[config.mk]
export PLATFORM = sky130hd
export DESIGN_NAME = uart_rx_fifo_flat
export DESIGN_NICKNAME = d
export VERILOG_FILES = /design/src/rtl/uart_pkg.sv /design/src/rtl/uart_rx_fifo_if.sv /design/src/rtl/uart_fifo_ram.sv /design/src/rtl/uart_rx_fifo.sv /design/src/flat_wrapper.sv
export SDC_FILE = /design/constraint.sdc
export NUM_CORES = 1
export LEC_CHECK = 0
export ABC_AREA = 1
export BUFFER_PORTS_ARGS = -buffer_cell sky130_fd_sc_hd__buf_2
export CELL_PAD_IN_SITES_DETAIL_PLACEMENT = 0
export CELL_PAD_IN_SITES_GLOBAL_PLACEMENT = 1
export CORE_UTILIZATION = 53
export DETAILED_ROUTE_END_ITERATION = 8
export PLACE_DENSITY_LB_ADDON = 0.08
export SYNTH_ARGS = -nofsm -noshare
export SYNTH_HDL_FRONTEND = slang
export SYNTH_SLANG_ARGS = --single-unit
export TNS_END_PERCENT = 20
[constraint.sdc]
create_clock -name clk -period 6.5 [get_ports clk]
set_input_delay 1.3 -clock clk [delete_from_list [all_inputs] [get_ports clk]]
set_output_delay 1.3 -clock clk [all_outputs]
set_load 0.01 [all_outputs]
[src/rtl/uart_pkg.sv]
// Shared UART constants used by the receiver, transmitter and their FIFOs.
package uart_pkg;

    localparam int unsigned DATA_W     = 8;
    localparam int unsigned FIFO_DEPTH = 16;
    localparam int unsigned AF_LEVEL   = 12;

endpackage

[src/rtl/uart_rx_fifo_if.sv]
// Byte-stream handshake between the UART receiver, the RX FIFO and its consumer.
interface uart_rx_fifo_if #(
    parameter int unsigned DATA_W = uart_pkg::DATA_W,
    parameter int unsigned DEPTH  = uart_pkg::FIFO_DEPTH
);

    localparam int unsigned CNT_W = $clog2(DEPTH) + 1;

    logic [DATA_W-1:0] wr_data;
    logic              wr_en;
    logic              rd_en;
    logic              ovr_clr;
    logic [DATA_W-1:0] rd_data;
    logic              empty;
    logic              full;
    logic              almost_full;
    logic [CNT_W-1:0]  count;
    logic              overrun;
    logic              underrun;

    // The FIFO itself.
    modport slave (
        input  wr_data, wr_en, rd_en, ovr_clr,
        output rd_data, empty, full, almost_full, count, overrun, underrun
    );

    // Receiver/consumer side driving the FIFO.
    modport master (
        output wr_data, wr_en, rd_en, ovr_clr,
        input  rd_data, empty, full, almost_full, count, overrun, underrun
    );

endinterface

[src/rtl/uart_fifo_ram.sv]
// FIFO storage: synchronous write, asynchronous read, contents never reset.
module uart_fifo_ram #(
    parameter int unsigned DATA_W = uart_pkg::DATA_W,
    parameter int unsigned DEPTH  = uart_pkg::FIFO_DEPTH,
    localparam int unsigned ADDR_W = $clog2(DEPTH)
) (
    input  logic              clk,
    input  logic              we,
    input  logic [ADDR_W-1:0] waddr,
    input  logic [DATA_W-1:0] wdata,
    input  logic [ADDR_W-1:0] raddr,
    output logic [DATA_W-1:0] rdata
);

    logic [DATA_W-1:0] mem [DEPTH];

    always_ff @(posedge clk) begin
        if (we) begin
            mem[waddr] <= wdata;
        end
    end

    assign rdata = mem[raddr];

endmodule

[src/rtl/uart_rx_fifo.sv]
// Receive FIFO: first-word fall-through, registered count, sticky overrun/underrun flags.
module uart_rx_fifo #(
    parameter int unsigned DATA_W   = uart_pkg::DATA_W,
    parameter int unsigned DEPTH    = uart_pkg::FIFO_DEPTH,
    parameter int unsigned AF_LEVEL = uart_pkg::AF_LEVEL
) (
    input logic           clk,
    input logic           rst,
    uart_rx_fifo_if.slave bus
);

    localparam int unsigned PTR_W = $clog2(DEPTH);
    localparam int unsigned CNT_W = PTR_W + 1;

    logic [PTR_W-1:0]  wr_ptr_q, wr_ptr_d;
    logic [PTR_W-1:0]  rd_ptr_q, rd_ptr_d;
    logic [CNT_W-1:0]  count_q, count_d;
    logic              overrun_q, overrun_d;
    logic              underrun_q, underrun_d;
    logic              is_empty, is_full;
    logic              wr_accept, rd_accept, drop;
    logic [DATA_W-1:0] head_data;

    assign is_empty = (count_q == '0);
    assign is_full  = (count_q == CNT_W'(DEPTH));

    // A full FIFO still takes a write when the head is popped on the same edge.
    assign wr_accept = bus.wr_en && (!is_full || bus.rd_en);
    assign rd_accept = bus.rd_en && !is_empty;
    assign drop      = bus.wr_en && is_full && !bus.rd_en;

    always_ff @(posedge clk or posedge rst) begin
        if (rst) begin
            wr_ptr_q   <= '0;
            rd_ptr_q   <= '0;
            count_q    <= '0;
            overrun_q  <= 1'b0;
            underrun_q <= 1'b0;
        end else begin
            wr_ptr_q   <= wr_ptr_d;
            rd_ptr_q   <= rd_ptr_d;
            count_q    <= count_d;
            overrun_q  <= overrun_d;
            underrun_q <= underrun_d;
        end
    end

    always_comb begin
        wr_ptr_d = wr_ptr_q;
        rd_ptr_d = rd_ptr_q;
        count_d  = count_q;
        if (wr_accept) begin
            wr_ptr_d = wr_ptr_q + PTR_W'(1);
        end
        if (rd_accept) begin
            rd_ptr_d = rd_ptr_q + PTR_W'(1);
        end
        case ({wr_accept, rd_accept})
            2'b10:   count_d = count_q + CNT_W'(1);
            2'b01:   count_d = count_q - CNT_W'(1);
            default: count_d = count_q;
        endcase
        // A fresh drop outranks a clear request in the same cycle.
        overrun_d = overrun_q;
        if (bus.ovr_clr) begin
            overrun_d = 1'b0;
        end
        if (drop) begin
            overrun_d = 1'b1;
        end
        underrun_d = underrun_q | (bus.rd_en && is_empty);
    end

    uart_fifo_ram #(
        .DATA_W (DATA_W),
        .DEPTH  (DEPTH)
    ) u_ram (
        .clk   (clk),
        .we    (wr_accept),
        .waddr (wr_ptr_q),
        .wdata (bus.wr_data),
        .raddr (rd_ptr_q),
        .rdata (head_data)
    );

    always_comb begin
        bus.rd_data     = head_data;
        bus.empty       = is_empty;
        bus.full        = is_full;
        bus.almost_full = (count_q >= CNT_W'(AF_LEVEL));
        bus.count       = count_q;
        bus.overrun     = overrun_q;
        bus.underrun    = underrun_q;
    end

endmodule
[src/flat_wrapper.sv]
// flat-port wrapper written by rule: the top's interface ports become plain ports
module uart_rx_fifo_flat 
#(
    parameter int unsigned DATA_W   = uart_pkg::DATA_W,
    parameter int unsigned DEPTH    = uart_pkg::FIFO_DEPTH,
    parameter int unsigned AF_LEVEL = uart_pkg::AF_LEVEL
)
  (clk, rst, bus_wr_data, bus_wr_en, bus_rd_en, bus_ovr_clr, bus_rd_data, bus_empty, bus_full, bus_almost_full, bus_count, bus_overrun, bus_underrun);
  uart_rx_fifo_if #(.DATA_W(DATA_W), .DEPTH(DEPTH)) bus_i ();
  input logic clk;
  input logic rst;
  input wire logic [$bits(bus_i.wr_data)-1:0] bus_wr_data;
  input wire logic [$bits(bus_i.wr_en)-1:0] bus_wr_en;
  input wire logic [$bits(bus_i.rd_en)-1:0] bus_rd_en;
  input wire logic [$bits(bus_i.ovr_clr)-1:0] bus_ovr_clr;
  output wire logic [$bits(bus_i.rd_data)-1:0] bus_rd_data;
  output wire logic [$bits(bus_i.empty)-1:0] bus_empty;
  output wire logic [$bits(bus_i.full)-1:0] bus_full;
  output wire logic [$bits(bus_i.almost_full)-1:0] bus_almost_full;
  output wire logic [$bits(bus_i.count)-1:0] bus_count;
  output wire logic [$bits(bus_i.overrun)-1:0] bus_overrun;
  output wire logic [$bits(bus_i.underrun)-1:0] bus_underrun;
  assign bus_i.wr_data = bus_wr_data;
  assign bus_i.wr_en = bus_wr_en;
  assign bus_i.rd_en = bus_rd_en;
  assign bus_i.ovr_clr = bus_ovr_clr;
  assign bus_rd_data = bus_i.rd_data;
  assign bus_empty = bus_i.empty;
  assign bus_full = bus_i.full;
  assign bus_almost_full = bus_i.almost_full;
  assign bus_count = bus_i.count;
  assign bus_overrun = bus_i.overrun;
  assign bus_underrun = bus_i.underrun;
  uart_rx_fifo #(.DATA_W(DATA_W), .DEPTH(DEPTH), .AF_LEVEL(AF_LEVEL)) u_core (.clk(clk), .rst(rst), .bus(bus_i));
endmodule
==> flow_summary.ini <==
[critical_path]
crit_type = reg -> out
regToRegSetupSlack_ns = 4.00
path_cells = inv_2, nor2_1, o21ai_1, nand3_1, nand3_1, nand2_1, buf_2
end_kind = primary output
cp.required_ns = 5.20
slowest_stage = inv_2
cp_max_fo = 52
rr_worst_depth = 16
critical_path_arrival_ns = 2.57
crit_cells = 7
path_common_cell = nand3_1
cp_top_family = buffers and inverters
critPathMaxStageDelay_ns = 0.80
critPathBufInv = 2
start_kind = flop

[cells_and_area]
diodes = 0
area_delta_synth_final_pct = 11.6
final_nets = 600
fill_cells = 921
instances_no_fill = 735
drive_gt1_share_pct = 12.0

[detailed_routing]
drtAntennaViolNets = 0
wire_per_inst_um = 17.8
vias_per_cell = 5.36
wirelength_um = 13100
vias = 3942
drt_pre_antenna_iters = 5
drc = 0
drt-initial-drc-count = 373

[logic_synthesis]
synth_top_area_share_pct = 61.6
yosys_warnings = 0
synthSimpleGateAreaFrac_pct = 16.6
syn_nets = 577
synth_top_family_by_area = simple AND/OR/NAND/NOR gates
syn_area_sq_um = 6240
synthAdderAreaFrac_pct = 1.60
synth_area_per_cell_sq_um = 11.2
ys_seq_area_share_pct = 67.6
synth-xor-area-share_pct = 1.12
synthCells = 556
synth-seq-cells = 143
yosys-top-cells-area = edfxtp_1 62%, dfrtp_1 6.0%, nor2_1 5.8%
synth_compound_area_share_pct = 6.98
yosysTopAreaCell = edfxtp_1
synth_cell_type_count = 27
synth_mux_area_share_pct = 0

[pwr]
p_sw_share_pct = 35.7
power_frac_clock_pct = 29.9
p_leak_nw = 2.67
internal_power_mw = 2.05
combPwrFrac_pct = 31.6
seqPwrFrac_pct = 38.5
finalPower_mw = 3.18
power.switching_mw = 1.14
ir_worst_vdd_v = 0.000263
p_per_area_nw_per_um2 = 457

[timing]
tns_ns = 0
rsz0062_at_grt = false
clock.fmax_mhz = 258
min_period_ns = 3.87
hold_viol = 0
tightestPinTransition_ns = 0.990
fin_skew_ns = 0.00677
fin_crit_sh_pct = 59.6
slew-limit-headroom_pct = 33.8
drv_slew = 0
finalSetupViolations = 0
setup_ws_ns = 2.63
fin_hold_ws_ns = 0.491

[floorplan]
rows = 39
initial_core_util_pct = 54.4
die-area_sq_um = 12200
fp.dieH_um = 111
die_w_um = 111
core_area_sq_um = 11500
ios = 31

[cts]
clk_latency_ns = 0.42
clockRootBuffer = clkbuf_16
holdBufCountCts = 0
cts_buffers = 17
clock_path_buffers = 2
clk_pin_slew_worst_paths_ns = 0.05
cts_tree = done
clock-sinks = 143
ctsResizeCount = 0
htree_levels = 4
post_cts_buffers = 0

[grt]
grtUsageTotal_pct = 22.6
grt_pass1_vias = 3835
antenna_found_initial = 0
grt_pass1_wl_um = 20700
overflow = 0
grt_start_max_net_pins = 93

[placed_design]
place_ws_ns = 3.04
dp_hpwl_um = 7920
dp_cells = 703
port_buffers = 30
gp_congestion = 0.802

[hold_path]
min_path_type = reg -> reg
holdPathStages = 1

[run]
drv_cap = 0

[outcome]
status = completed
[flip-flops by register name, indices dropped and copies added, names as in the netlist]
name and count:
u_core.bus.count 5, u_core.bus.overrun 1, u_core.bus.underrun 1, u_core.rd_ptr_q 4, u_core.u_ram.mem 128, u_core.wr_ptr_q 4
[path summary, 6_finish.rpt]
| path | startpoint | end |
|---|---|---|
| min | u_core.bus.underrun$_DFF_PP0_ | u_core.bus.underrun$_DFF_PP0_ |
| min in group asynchronous | rst | u_core.wr_ptr_q[1]$_DFFE_PP0P_ |
| max reg2reg | u_core.bus.count[2]$_DFFE_PP0P_ | u_core.bus.count[4]$_DFFE_PP0P_ |
| min reg2reg | u_core.bus.underrun$_DFF_PP0_ | u_core.bus.underrun$_DFF_PP0_ |
| max | u_core.rd_ptr_q[1]$_DFFE_PP0P_ | bus_rd_data[2] |
| max in group asynchronous | rst | u_core.rd_ptr_q[0]$_DFFE_PP0P_ |
[metal layers]
metal | global-route usage [%] | wire (um) | vias up
met2 | 35.7 | 6260 | 112
li1 | - | - | 1950
met1 | 30.5 | 5990 | 1858
met3 | 4.61 | 548 | 22
met5 | 0 | 0 | -
met4 | 10.0 | 273 | 0
[cells by family (layout without fill, tap and decap cells)]
family                   count (synthesis)  in the layout
AND/OR/NAND/NOR                        245            245
flip-flops                             143            143
buffers and inverters                   78            114
AO/OA/AOI/OAI                           74             74
adder cells (fa/ha/maj)                  8              8
XOR/XNOR                                 8              8
[through the flow]
stage               instance area (sq um)  utilization [%]
finish                               6970             60.8
global route                         6970             60.8
CTS                                  6970             60.8
detailed placement                   6390             55.7
global placement                     6390             55.7
floorplan                            6240                -
[power by group through the flow]
stage | Combinational, mW | Clock (mW) | Sequential, mW
2_1_floorplan | 0.811 | 0 | 1.19
3_3_place_gp | 1.00 | 0 | 1.24
3_5_place_dp | 1.01 | 0 | 1.24
4_1_cts | 1.02 | 0.961 | 1.23
5_1_grt | 1.14 | 0.996 | 1.24
6_report | 1.00 | 0.952 | 1.23
[cell type report]
cell class	instances	area (sq um)	area share (%)
flip-flops and latches	143	4220	60.6
multi-input cells	335	1640	23.6
clock buffers	18	429	6.16
inverters	51	191	2.75
well taps	143	179	2.57
repair buffers	31	158	2.26
clock inverters	14	149	2.14
[layout by cell type, fill, tap and decap left out, drive strengths merged]
cell      netlist  final
nand4           1      1
clkinvlp        0      1
inv            51     51
buf            21     31
clkbuf          6     18
xnor2           4      4
o21ai          47     47
a21oi           1      1
nand3          61     61
edfxtp        128    128
ha              8      8
clkinv          0     10
nor2           99     99
xor2            4      4
o21bai          1      1
o211ai         25     25
bufinv          0      3
dfrtp          15     15
nand2          84     84
[synthesized netlist by cell type]
cell type	number
o211ai_1	25
clkbuf_2	1
dfrtp_1	15
nand2_2	3
inv_2	2
clkbuf_1	5
nand2_4	2
buf_8	1
nand3_1	60
edfxtp_1	128
a21oi_1	1
nor2_4	1
buf_6	5
nand2_1	79
buf_4	8
nand3_2	1
xnor2_1	4
ha_1	8
nor2_2	1
nand4_1	1
nor2_1	97
o21ai_0	26
buf_2	7
o21ai_1	21
xor2_1	4
o21bai_1	1
inv_1	49
Power figures use the tool's default switching activity.
